`config.mk`:
```
export PLATFORM = sky130hd
export DESIGN_NAME = high_counter_window_flat
export DESIGN_NICKNAME = d
export VERILOG_FILES = /design/src/rtl/high_counter_window_if.sv /design/src/rtl/high_counter_window.sv /design/src/flat_wrapper.sv
export SDC_FILE = /design/constraint.sdc
export NUM_CORES = 1
export LEC_CHECK = 0
export CORE_MARGIN = 3
export CORE_UTILIZATION = 35
export CTS_CLUSTER_DIAMETER = 80
export DETAILED_ROUTE_END_ITERATION = 16
export MAX_ROUTING_LAYER = met4
export PLACE_DENSITY_LB_ADDON = 0.15
export SLEW_MARGIN = 20
export SYNTH_ARGS = -nofsm -noshare
export SYNTH_HDL_FRONTEND = slang
export SYNTH_SLANG_ARGS = --single-unit
```
`constraint.sdc`:
```
create_clock -name clk -period 2.1 [get_ports clk]
set_input_delay 0.63 -clock clk [delete_from_list [all_inputs] [get_ports clk]]
set_output_delay 0.63 -clock clk [all_outputs]
set_load 0.02 [all_outputs]
```
`src/rtl/high_counter_window_if.sv`:
```
// Control and result bundle for high_counter_window: measurement controls and
// per-channel inputs toward the counter, window results back out.
interface high_counter_window_if #(
    parameter int WIDTH    = 32,
    parameter int CHANNELS = 4
);
    logic                      start;
    logic                      continuous;
    logic                      edge_mode;
    logic [CHANNELS-1:0]       in;
    logic [CHANNELS*WIDTH-1:0] count;
    logic                      valid;
    logic                      busy;
    logic [CHANNELS-1:0]       overflow;

    modport master (
        output start, continuous, edge_mode, in,
        input  count, valid, busy, overflow
    );

    modport slave (
        input  start, continuous, edge_mode, in,
        output count, valid, busy, overflow
    );
endinterface

```
`src/rtl/high_counter_window.sv`:
```
// Per-channel high-cycle / rising-edge counter over a fixed window of WINDOW samples.
// Optional HIGH_COUNTER_WINDOW_SAT_EN: accumulators saturate instead of wrapping.
//
// state   | meaning
// IDLE    | waiting for start, outputs hold last result
// MEASURE | sampling one cycle per edge, window counter running down
module high_counter_window #(
    parameter int WIDTH    = 32,
    parameter int CHANNELS = 4,
    parameter int WINDOW   = 100
) (
    input  logic               clk,
    input  logic               rst,
    high_counter_window_if.slave bus
);
    localparam int             CW       = (WINDOW > 1) ? $clog2(WINDOW) : 1;
    localparam logic [CW-1:0]  WIN_LOAD = CW'(WINDOW - 1);

    typedef enum logic {IDLE, MEASURE} state_t;

    state_t                    state;
    logic [WIDTH-1:0]          acc      [CHANNELS];
    logic [WIDTH-1:0]          acc_next [CHANNELS];
    logic [CHANNELS-1:0]       ovf_acc;
    logic [CHANNELS-1:0]       ovf_next;
    logic [CHANNELS-1:0]       hit;
    logic [CHANNELS-1:0]       in_d;
    logic [CW-1:0]             win_cnt;
    logic                      mode_q;
    logic                      valid_q;
    logic                      busy_q;
    logic [CHANNELS*WIDTH-1:0] count_q;
    logic [CHANNELS-1:0]       overflow_q;

    always_comb begin
        for (int i = 0; i < CHANNELS; i++) begin
            hit[i]      = bus.in[i] & (~mode_q | ~in_d[i]);
            ovf_next[i] = ovf_acc[i] | (hit[i] & (&acc[i]));
`ifdef HIGH_COUNTER_WINDOW_SAT_EN
            acc_next[i] = (hit[i] && !(&acc[i])) ? acc[i] + WIDTH'(1) : acc[i];
`else
            acc_next[i] = acc[i] + WIDTH'(hit[i]);
`endif
        end
    end

    always_ff @(posedge clk or negedge rst) begin
        if (!rst) begin
            state      <= IDLE;
            for (int i = 0; i < CHANNELS; i++) acc[i] <= '0;
            ovf_acc    <= '0;
            in_d       <= '0;
            win_cnt    <= '0;
            mode_q     <= 1'b0;
            valid_q    <= 1'b0;
            busy_q     <= 1'b0;
            count_q    <= '0;
            overflow_q <= '0;
        end else begin
            // Previous-value register runs in every state so edge detection is
            // correct on the very first sample of a window.
            in_d    <= bus.in;
            valid_q <= 1'b0;
            case (state)
                IDLE: begin
                    if (bus.start) begin
                        state   <= MEASURE;
                        busy_q  <= 1'b1;
                        for (int i = 0; i < CHANNELS; i++) acc[i] <= '0;
                        ovf_acc <= '0;
                        win_cnt <= WIN_LOAD;
                        mode_q  <= bus.edge_mode;
                    end
                end
                MEASURE: begin
                    if (win_cnt == '0) begin
                        for (int i = 0; i < CHANNELS; i++) begin
                            count_q[i*WIDTH +: WIDTH] <= acc_next[i];
                            acc[i]                    <= '0;
                        end
                        overflow_q <= ovf_next;
                        valid_q    <= 1'b1;
                        ovf_acc    <= '0;
                        win_cnt    <= WIN_LOAD;
                        // A continuous restart is a new window, so edge_mode is re-latched.
                        mode_q     <= bus.edge_mode;
                        if (!bus.continuous) begin
                            state  <= IDLE;
                            busy_q <= 1'b0;
                        end
                    end else begin
                        for (int i = 0; i < CHANNELS; i++) acc[i] <= acc_next[i];
                        ovf_acc <= ovf_next;
                        win_cnt <= win_cnt - CW'(1);
                    end
                end
                default: begin
                    state  <= IDLE;
                    busy_q <= 1'b0;
                end
            endcase
        end
    end

    assign bus.count    = count_q;
    assign bus.valid    = valid_q;
    assign bus.busy     = busy_q;
    assign bus.overflow = overflow_q;
endmodule

```
`src/flat_wrapper.sv`:
```
// flat-port wrapper written by rule: the top's interface ports become plain ports
module high_counter_window_flat 
#(
    parameter int WIDTH    = 32,
    parameter int CHANNELS = 4,
    parameter int WINDOW   = 100
)
  (clk, rst, bus_start, bus_continuous, bus_edge_mode, bus_in, bus_count, bus_valid, bus_busy, bus_overflow);
  high_counter_window_if #(.WIDTH(WIDTH), .CHANNELS(CHANNELS)) bus_i ();
  input  logic clk;
  input  logic rst;
  input wire logic [$bits(bus_i.start)-1:0] bus_start;
  input wire logic [$bits(bus_i.continuous)-1:0] bus_continuous;
  input wire logic [$bits(bus_i.edge_mode)-1:0] bus_edge_mode;
  input wire logic [$bits(bus_i.in)-1:0] bus_in;
  output wire logic [$bits(bus_i.count)-1:0] bus_count;
  output wire logic [$bits(bus_i.valid)-1:0] bus_valid;
  output wire logic [$bits(bus_i.busy)-1:0] bus_busy;
  output wire logic [$bits(bus_i.overflow)-1:0] bus_overflow;
  assign bus_i.start = bus_start;
  assign bus_i.continuous = bus_continuous;
  assign bus_i.edge_mode = bus_edge_mode;
  assign bus_i.in = bus_in;
  assign bus_count = bus_i.count;
  assign bus_valid = bus_i.valid;
  assign bus_busy = bus_i.busy;
  assign bus_overflow = bus_i.overflow;
  high_counter_window #(.WIDTH(WIDTH), .CHANNELS(CHANNELS), .WINDOW(WINDOW)) u_core (.clk(clk), .rst(rst), .bus(bus_i));
endmodule
```
After elaboration in Yosys (flattened, before gate mapping):

Cells that the tools add are included.

* register bits after elaboration: 279
* latch bits: 0
* RAM bits: 0
* memory bits (read-only): 0
* output and inout port bits: 134
* memories: 0

* add/subtract/negate cells: 5
* multipliers: 0
* div/mod/pow operators: 0
* $lt $le $gt $ge: 0
* equality and inequality tests: 3
* shift operators: 0
* muxes and demuxes: 22
* bitwise gates (word level): 22
* reductions and logical operators: 8

Operators with widths (count)
* 2-to-1 mux 128 bit: 2
* case mux 128 bit (2 select lines): 1
* adder 32 x 1 -> 32 bit: 4
* AND reduction 32 bit: 4
* 2-to-1 mux 7 bit: 2
* case mux 7 bit (2 select lines): 1
* 2-to-1 mux 1 bit: 10
* AND 1 bit: 8
* 2-to-1 mux 4 bit: 2
* OR 1 bit: 8
* case mux 4 bit (2 select lines): 1
* logical NOT 7 bit: 1
* subtractor 7 x 1 -> 7 bit (second input constant): 1
* inequality test 2 bit (second input constant): 3
* inverter 1 bit: 6
* case mux 1 bit (2 select lines): 3
* AND reduction 2 bit: 2
* AND reduction 3 bit: 1

Longest topological paths before layout:

Gate-level depths: netlist of the first run.

* depth in word-level cells: 7
* gate-level depth with buffers: 10
* gate-level depth less buffers: 9

Worst setup path after synthesis of the first run:

OpenSTA, ideal clock, no wires.

* path type: in2reg
* start point: input port bus_in[3]
* end point: register u_core.acc[22] (netlist name)
* arrival: 2.433 ns
* data required time: 2.017 ns
* slack: -0.415 ns
* cell stages on the path: 9
* path buffers: 0
* cells stage by stage: a21bo_2 > inv_1 > ha_1 > ha_1 > nand4_1 > nor4_4 > nand4_2 > or3_1 > o21ai_0

* word-level cells in the longest chain between the ends: 4

RTL lines
* from (decl): line flat_wrapper.sv:15 `input wire logic [$bits(bus_i.in)-1:0] bus_in;`
* AND 1 bit: line high_counter_window.sv:37 `hit[i] = bus.in[i] & (~mode_q | ~in_d[i]);`
* adder 32 x 1 -> 32 bit: line high_counter_window.sv:42 `acc_next[i] = acc[i] + WIDTH'(hit[i]);`
* 2-to-1 mux 128 bit: line high_counter_window.sv:76 `if (win_cnt == '0) begin`
* case mux 128 bit (2 select lines): line high_counter_window.sv:64 `case (state)`
* to (signal, indexed assignment): line high_counter_window.sv:79 `acc[i] <= '0;`
* to (decl): line high_counter_window.sv:22 `logic [WIDTH-1:0] acc [CHANNELS];`

Every way passes these cells.
A chain may end at the register's enable or synchronous reset.

Final worst setup path of the first run:

* start point: register u_core.mode_q
* end point: register u_core.acc[22] (netlist name)

* word-level cells in the longest chain between the ends: 6

RTL lines
* from (decl): line high_counter_window.sv:29 `logic mode_q;`
* from (signal assigned): line high_counter_window.sv:72 `mode_q <= bus.edge_mode;`
* from (signal assigned): line high_counter_window.sv:86 `mode_q <= bus.edge_mode;`
* inverter 1 bit: line high_counter_window.sv:37
* OR 1 bit: line high_counter_window.sv:37
* AND 1 bit: line high_counter_window.sv:37
* adder 32 x 1 -> 32 bit: line high_counter_window.sv:42
* 2-to-1 mux 128 bit: line high_counter_window.sv:76
* case mux 128 bit (2 select lines): line high_counter_window.sv:64

Every way passes these cells.

==> out/results.tsv, run 1 <==
metric	value	unit
WS Path Type	flip-flop to flip-flop	
maximum VDD drop	0.7192	mV
syn avg cell area	9.143	um2
vias in the first global route	12350	
setup TNS after final layout	-2.436	ns
MaxCap Viol Count	0	
Reg-to-Reg End	u_core.acc[22]	
type of origin of the critical path	flip-flop	
CP arrival	2.70	ns
vias after detailed routing	12540	
Initial Util	35.73	%
Ant. Diodes	0	
post-synthesis cell area	14330	um2
GP Congestion	0.8254	
pin count of the biggest net entering global routing	71	
DR WL/cell	18.22	um
total track usage	18.73	%
skew final	0.01307	ns
Final setup viols	51	
Net Count, Synth	1586	
area of the die	43400	um2
H-tree Lvls	2	
mux cell area share after synthesis	0.4366	%
NumNets Final	1863	
R2R Setup Slk	-0.14	ns
post-synthesis compound-gate area fraction	16.63	%
pwr dens	1089	nW/um2
pre-CTS WS	-0.8689	ns
via/cell ratio	5.238	
initial drt markers	615	
register bit total from synthesis	279	
total CTS buffers	35	
clock insertion delay at the later pin of the skew report	0.54	ns
Syn. warnings	0	
Area Overhead vs Synth	39.76	%
RSZ-0062 raised after global routing	true	
Port Buf Inserts	142	
hold wc startpoint	bus_in[2]	
Tightest Pin Transition	0.6969	ns
Layout fillers	3735	
Root Buffer	clkbuf_16	
DRT Pass-1 Iters	5	
element type at the critical path end	flip-flop	
final std cells w/o fill	2393	
final period utilization	106.6	%
register area share after synthesis	48.73	%
FP Rows	73	
layout cell share with drive strength beyond 1	22.75	%
I/O pin count	143	
Required @ worst endpoint	2.56	ns
failing checks	setup timing	
r2r worst-path depth	11	
RR Startpoint	u_core.mode_q	
Syn Inst Count	1567	
final wirelength	43600	um
Longest Clk Path Bufs	3	
Die W	208.3	um
clock transition at the registers of the reported paths	0.06	ns
status	finished, violations left	
Slew headroom	53.11	%
Max Fanout on Critical Path	5	
Post-synth EDFFs	0	
Yosys cell types	60	
Final ANT Viol Nets	0	
Core Region	40100	um2
Min Clock Period, post-route	2.239	ns
Hold Crit Class	input port to flip-flop	
Hold Slack	0.2895	ns
Post-Synth XOR/XNOR Area	7.702	%
ys async rst share	100.0	%
placed cells	2271	
total grt overflow	0	
slowest cell on the critical path	dfrtp_1	
final worst slack	-0.1395	ns
Synth Area in Simple Gates	20.65	%
adder-cell share of the synthesized area	0.8733	%
initial antenna violation count	1	
main combinational cell family by area after synthesis	simple AND/OR/NAND/NOR gates	
HPWL Detailed	26480	um
Slew Viols, Final	0	
worst hold path depth	1	
final hold viol count	0	
LEAKAGE	8.831	nW
WHS Endpoint	u_core.in_d[2]	
Peak Freq	446.5	MHz
CTS Sinks	279	
Main synth FF type	dfrtp_1	
first-pass GRT wire length	65740	um
CP peak stage delay	0.38	ns
worst path cell trace	buf_6 > a21bo_4 > inv_2 > ha_4 > ha_4 > nand4_1 > nor4_4 > buf_6 > nand4_4 > or3_1 > o21ai_1	
drc violations	0	
die height	208.3	um
TritonCTS clock tree	built	
per-stage QoR:
| step | instance area [um2] | utilization [%] | total power [W] |
|---|---|---|---|
| after floorplan | 14450 | - | 0.01219 |
| after global placement | 17390 | 43.37 | 0.01598 |
| after detailed placement | 17390 | 43.37 | 0.01610 |
| after CTS | 18750 | 46.75 | 0.02151 |
| after global routing | 20020 | 49.94 | 0.02314 |
| final | 20020 | 49.94 | 0.02180 |
critical path: cells and delay by family, from the launching register on:
family / cells / cell delay, ns
DFF: 1 / 0.38
adders and majority gates: 2 / 0.25
and+or+nand+nor: 4 / 0.87
AOI/OAI and AO/OA: 2 / 0.29
buffers and inverters: 3 / 0.36
cells by family after synthesis:
kind of cell,Yosys count
xor+xnor,126
fa+ha+maj,10
simple gates,573
mux,6
flops,279
compound gates,419
buf+inv,154
sequential cells by signal, summed over array words and instances, names as in the netlist:
signal               cells
u_core.bus.count       128
u_core.win_cnt           7
u_core.bus.overflow      4
u_core.in_d              4
u_core.bus.busy          1
u_core.state             1
u_core.acc             128
u_core.bus.valid         1
u_core.mode_q            1
u_core.ovf_acc           4
cell usage after synthesis (4+ instances only):
cell | count | area share (%)
a22o_1 | 7 | 0.43
a31oi_1 | 47 | 2.1
and2_1 | 5 | 0.22
buf_6 | 5 | 0.39
a41oi_1 | 5 | 0.31
nand4_2 | 4 | 0.35
o31ai_1 | 43 | 2.3
nand4_1 | 53 | 2.3
dfrtp_1 | 279 | 49
xor2_1 | 60 | 3.7
o22ai_1 | 4 | 0.17
and3_1 | 25 | 1.1
o21ai_1 | 21 | 0.73
or3_1 | 24 | 1.0
and4_1 | 16 | 0.98
buf_2 | 51 | 1.8
inv_1 | 35 | 0.92
nand3_1 | 56 | 2.0
a21boi_0 | 4 | 0.21
nor2_1 | 52 | 1.4
a21oi_1 | 51 | 1.8
nor4_4 | 7 | 1.0
buf_4 | 8 | 0.42
nor4_1 | 10 | 0.44
nand2_1 | 279 | 7.3
o21ai_0 | 223 | 7.8
xnor2_1 | 66 | 4.0
a21o_1 | 4 | 0.21
nor3_1 | 17 | 0.59
ha_1 | 10 | 0.87
mux2i_1 | 4 | 0.28
clkbuf_1 | 50 | 1.3
report_power, final:
part           internal, W  switching, W
sequential         0.00705       0.00133
clock              0.00367       0.00237
combinational      0.00310       0.00427
total               0.0138       0.00798
layer usage:
metal  wire [um]  vias up  track usage [%]
li1            -     6077                -
met1       20480     6187            25.29
met2       20700      215            29.55
met3        1637       56            2.895
met4         788        0            5.045
met5           0        -                -
worst max path at each step:
stage / start / endpoint / slack, ns / cells after the start
2_1_floorplan: bus_in[3] / u_core.acc[22] / -0.28 / 9
3_3_place_gp: bus_in[3] / u_core.bus.count[106] / -0.78 / 11
3_5_place_dp: bus_in[3] / u_core.bus.count[106] / -0.87 / 11
4_1_cts: u_core.mode_q / u_core.acc[22] / -0.20 / 11
5_1_grt: u_core.mode_q / u_core.acc[22] / -0.22 / 11
6_report: u_core.mode_q / u_core.acc[22] / -0.14 / 11
cells in the final DEF (no fill, tap or decap), types with 48 or more instances in the layout:
cell type      count
o21ai_0          114
a21oi_1           48
clkbuf_16         48
o21ai_1          123
dfrtp_1          279
dlygate4sd2_1    137
nand2_1          263
buf_4            141
xor2_1            49
xnor2_1           49
nand4_1           53
timing repair:
| action | in CTS | in global routing |
|---|---|---|
| setup buffers | 15 | 32 |
| hold endpoints to repair | 29 | 0 |
| resized for setup | 214 | 230 |
| gates cloned | 1 | 16 |
| endpoints found under the setup margin | 319 | 220 |
| hold buffers | 1 | 0 |
| pin swaps | 17 | 67 |
final cells by class:
cell class / instances / area, um2 / area share [%]
well taps: 525 / 656.9 / 3.280
clock inverters: 9 / 97.59 / 0.4874
inverters: 36 / 147.6 / 0.7373
multi-input cells: 1134 / 7543 / 37.67
clock buffers: 52 / 1042 / 5.205
repair buffers: 358 / 3555 / 17.75
flip-flops and latches: 279 / 6982 / 34.87
Power figures use the tool's default switching activity.
==> run 2, diff against run 1 <==
--- a/config.mk
+++ b/config.mk
@@ -5,6 +5,7 @@
 export SDC_FILE = /design/constraint.sdc
 export NUM_CORES = 1
 export LEC_CHECK = 0
+export CAP_MARGIN = 40
 export CORE_MARGIN = 3
 export CORE_UTILIZATION = 35
 export CTS_CLUSTER_DIAMETER = 80
==> results of run 2 <==
Final layout, timing and power as in run 1 (identical DEF).
==> run 3, diff against run 2 <==
--- a/config.mk
+++ b/config.mk
@@ -7,7 +7,8 @@
 export LEC_CHECK = 0
 export CAP_MARGIN = 40
 export CORE_MARGIN = 3
-export CORE_UTILIZATION = 35
+export CORE_UTILIZATION = 50
+export CTS_BUF_LIST = sky130_fd_sc_hd__clkbuf_4
 export CTS_CLUSTER_DIAMETER = 80
 export DETAILED_ROUTE_END_ITERATION = 16
 export MAX_ROUTING_LAYER = met4
==> run 3 against run 2 <==
The flow still finishes with violations (setup timing). Global-route usage up 7.2 points. Register-to-register slack worse by 0.17 ns. Critical path depth unchanged. First-iteration DRC count up 110%. Routed wire length up 13%. Setup slack worse by 0.17 ns. Die area down 29%. Flip-flop and latch count unchanged.
==> out/results.tsv, run 3 (synthesis gave the netlist of run 1 again) <==
metric	value	unit
Port Buf Inserts	142	
initial antenna violation count	1	
combinational power share	36.8	%
WS Path Type	flip-flop to flip-flop	
vias after detailed routing	14210	
clock transition at the registers of the reported paths	0.07	ns
cell area after layout	21370	um2
Max Fanout on Critical Path	6	
total track usage	25.92	%
Slew headroom	53.80	%
total power	0.02210	W
LEAKAGE	9.593	nW
final worst slack	-0.3053	ns
CP arrival	2.96	ns
Final ANT Viol Nets	0	
total CTS buffers	77	
drc violations	0	
layout cell share with drive strength beyond 1	31.65	%
maximum VDD drop	0.7201	mV
P_sw	0.008384	W
sw frac	37.93	%
Area after DPL	17170	um2
MaxCap Viol Count	0	
type of origin of the critical path	flip-flop	
element type at the critical path end	flip-flop	
TritonCTS clock tree	built	
GP Congestion	0.8897	
total grt overflow	0	
final wirelength	49300	um
I/O pin count	143	
Final setup viols	178	
first-pass GRT wire length	64540	um
Core Util, Final	76.30	%
area of the die	30720	um2
Hold Crit Class	input port to async pin	
RSZ-0062 raised after global routing	true	
Peak Freq	415.8	MHz
FP Rows	61	
Tightest Pin Transition	0.6904	ns
skew final	0.06060	ns
Required @ worst endpoint	2.65	ns
final period utilization	114.5	%
Die W	175.3	um
most frequent cells in the layout	278 x dfrtp_1, 254 x nand2_1, 149 x buf_4	
DR WL/cell	20.70	um
Min Clock Period, post-route	2.405	ns
Longest Clk Path Bufs	3	
Root Buffer	clkbuf_4	
failing checks	setup timing	
DRT Pass-1 Iters	6	
pwr dens	1034	nW/um2
die height	175.3	um
Slew Viols, Final	0	
Clk network pwr share	24.8	%
status	finished, violations left	
initial drt markers	1296	
commonest non-fill, non-tap cell in the layout	dfrtp_1	
H-tree Lvls	3	
Area Overhead vs Synth	49.17	%
CTS Sinks	279	
clock insertion delay at the later pin of the skew report	0.71	ns
final hold viol count	0	
vias in the first global route	12760	
pin count of the biggest net entering global routing	76	
NumNets Final	1967	
Core Region	28010	um2
Internal	0.01372	W
pre-CTS WS	-0.8220	ns
via/cell ratio	5.964	
Hold Slack	0.4653	ns
sequential share of power	38.4	%
HPWL Detailed	24550	um
Initial Util	51.15	%
run 3: cell types whose count changed in the layout (fill, tap and decap cells not counted), sizes merged:
cell           previous run  this run
clkinv                    7         8
clkinvlp                  1         0
bufinv                    2         4
buf                     205       254
clkdlybuf4s50             3         7
dlygate4sd2             137       121
diode                     0         1
clkbuf                   63       149
clkdlybuf4s15             0        11
dlymetal6s2s              1         0
run 3: final cells by class:
cell class | instances | area (um2)
multi-input combinational | 1134 | 8105
sequential | 279 | 6983
fill | 1857 | 6638
timing repair buffer | 420 | 4591
clock buffer | 123 | 923.4
tap | 378 | 473.0
clock inverter | 11 | 147.6
inverter | 36 | 147.6
antenna | 1 | 2.502
run 3: timing repair:
item / CTS / global route
gates resized for setup: 287 / 321
endpoints found under the setup margin: 266 / 199
cloned: 3 / 37
endpoints found under the hold margin: 39 / 0
buffers inserted: 21 / 82
hold buffers: 1 / 0
pin swaps: 42 / 135
run 3: path summary, 6_finish.rpt:
path / startpoint / to / slack [ns] / cells after the start
worst min-delay path: rst / u_core.bus.count[31] / 0.47 / 2
worst max register to register: u_core.mode_q / u_core.bus.count[55] / -0.31 / 11
min in group clk: bus_in[3] / u_core.in_d[3] / 0.47 / 1
max in group asynchronous: rst / u_core.bus.count[71] / 0.95 / 3
worst min register to register: u_core.bus.count[99] / u_core.bus.count[99] / 0.47 / 2
worst max-delay path: u_core.mode_q / u_core.bus.count[55] / -0.31 / 11
run 3: layer usage:
layer / vias up / global-route usage, % / part of all wire, %
li1: 6347 / - / -
met3: 147 / 4.496 / 6.9
met1: 7024 / 35.45 / 41
met4: 0 / 8.245 / 3.2
met2: 688 / 39.76 / 49
met5: - / - / 0
run 3: power by group through the flow:
stage               logic [W]  registers [W]  clock network, W
floorplan             0.00256        0.00964                 0
CTS                   0.00695        0.00836           0.00555
finish                0.00813        0.00848           0.00549
detailed placement    0.00757        0.00844                 0
global placement      0.00740        0.00840                 0
global route          0.00879        0.00869           0.00589
run 3: per-stage QoR:
step                setup TNS [ns]  instances
floorplan                   -4.269       1567
global placement           -123.47       2114
detailed placement         -133.11       2114
CTS                         -4.939       2272
global route                -30.32       2382
finish                      -13.36       2382
run 3: worst max-delay path, stage by stage, from the launching register on:
cell and delay (ns):
dfrtp_2 0.44, buf_6 0.13, a21boi_4 0.14, buf_6 0.12, ha_4 0.12, nand4_1 0.20, nor4_4 0.41, buf_4 0.18
buf_8 0.15, nand2_4 0.07, xnor2_2 0.22, o21ai_1 0.09
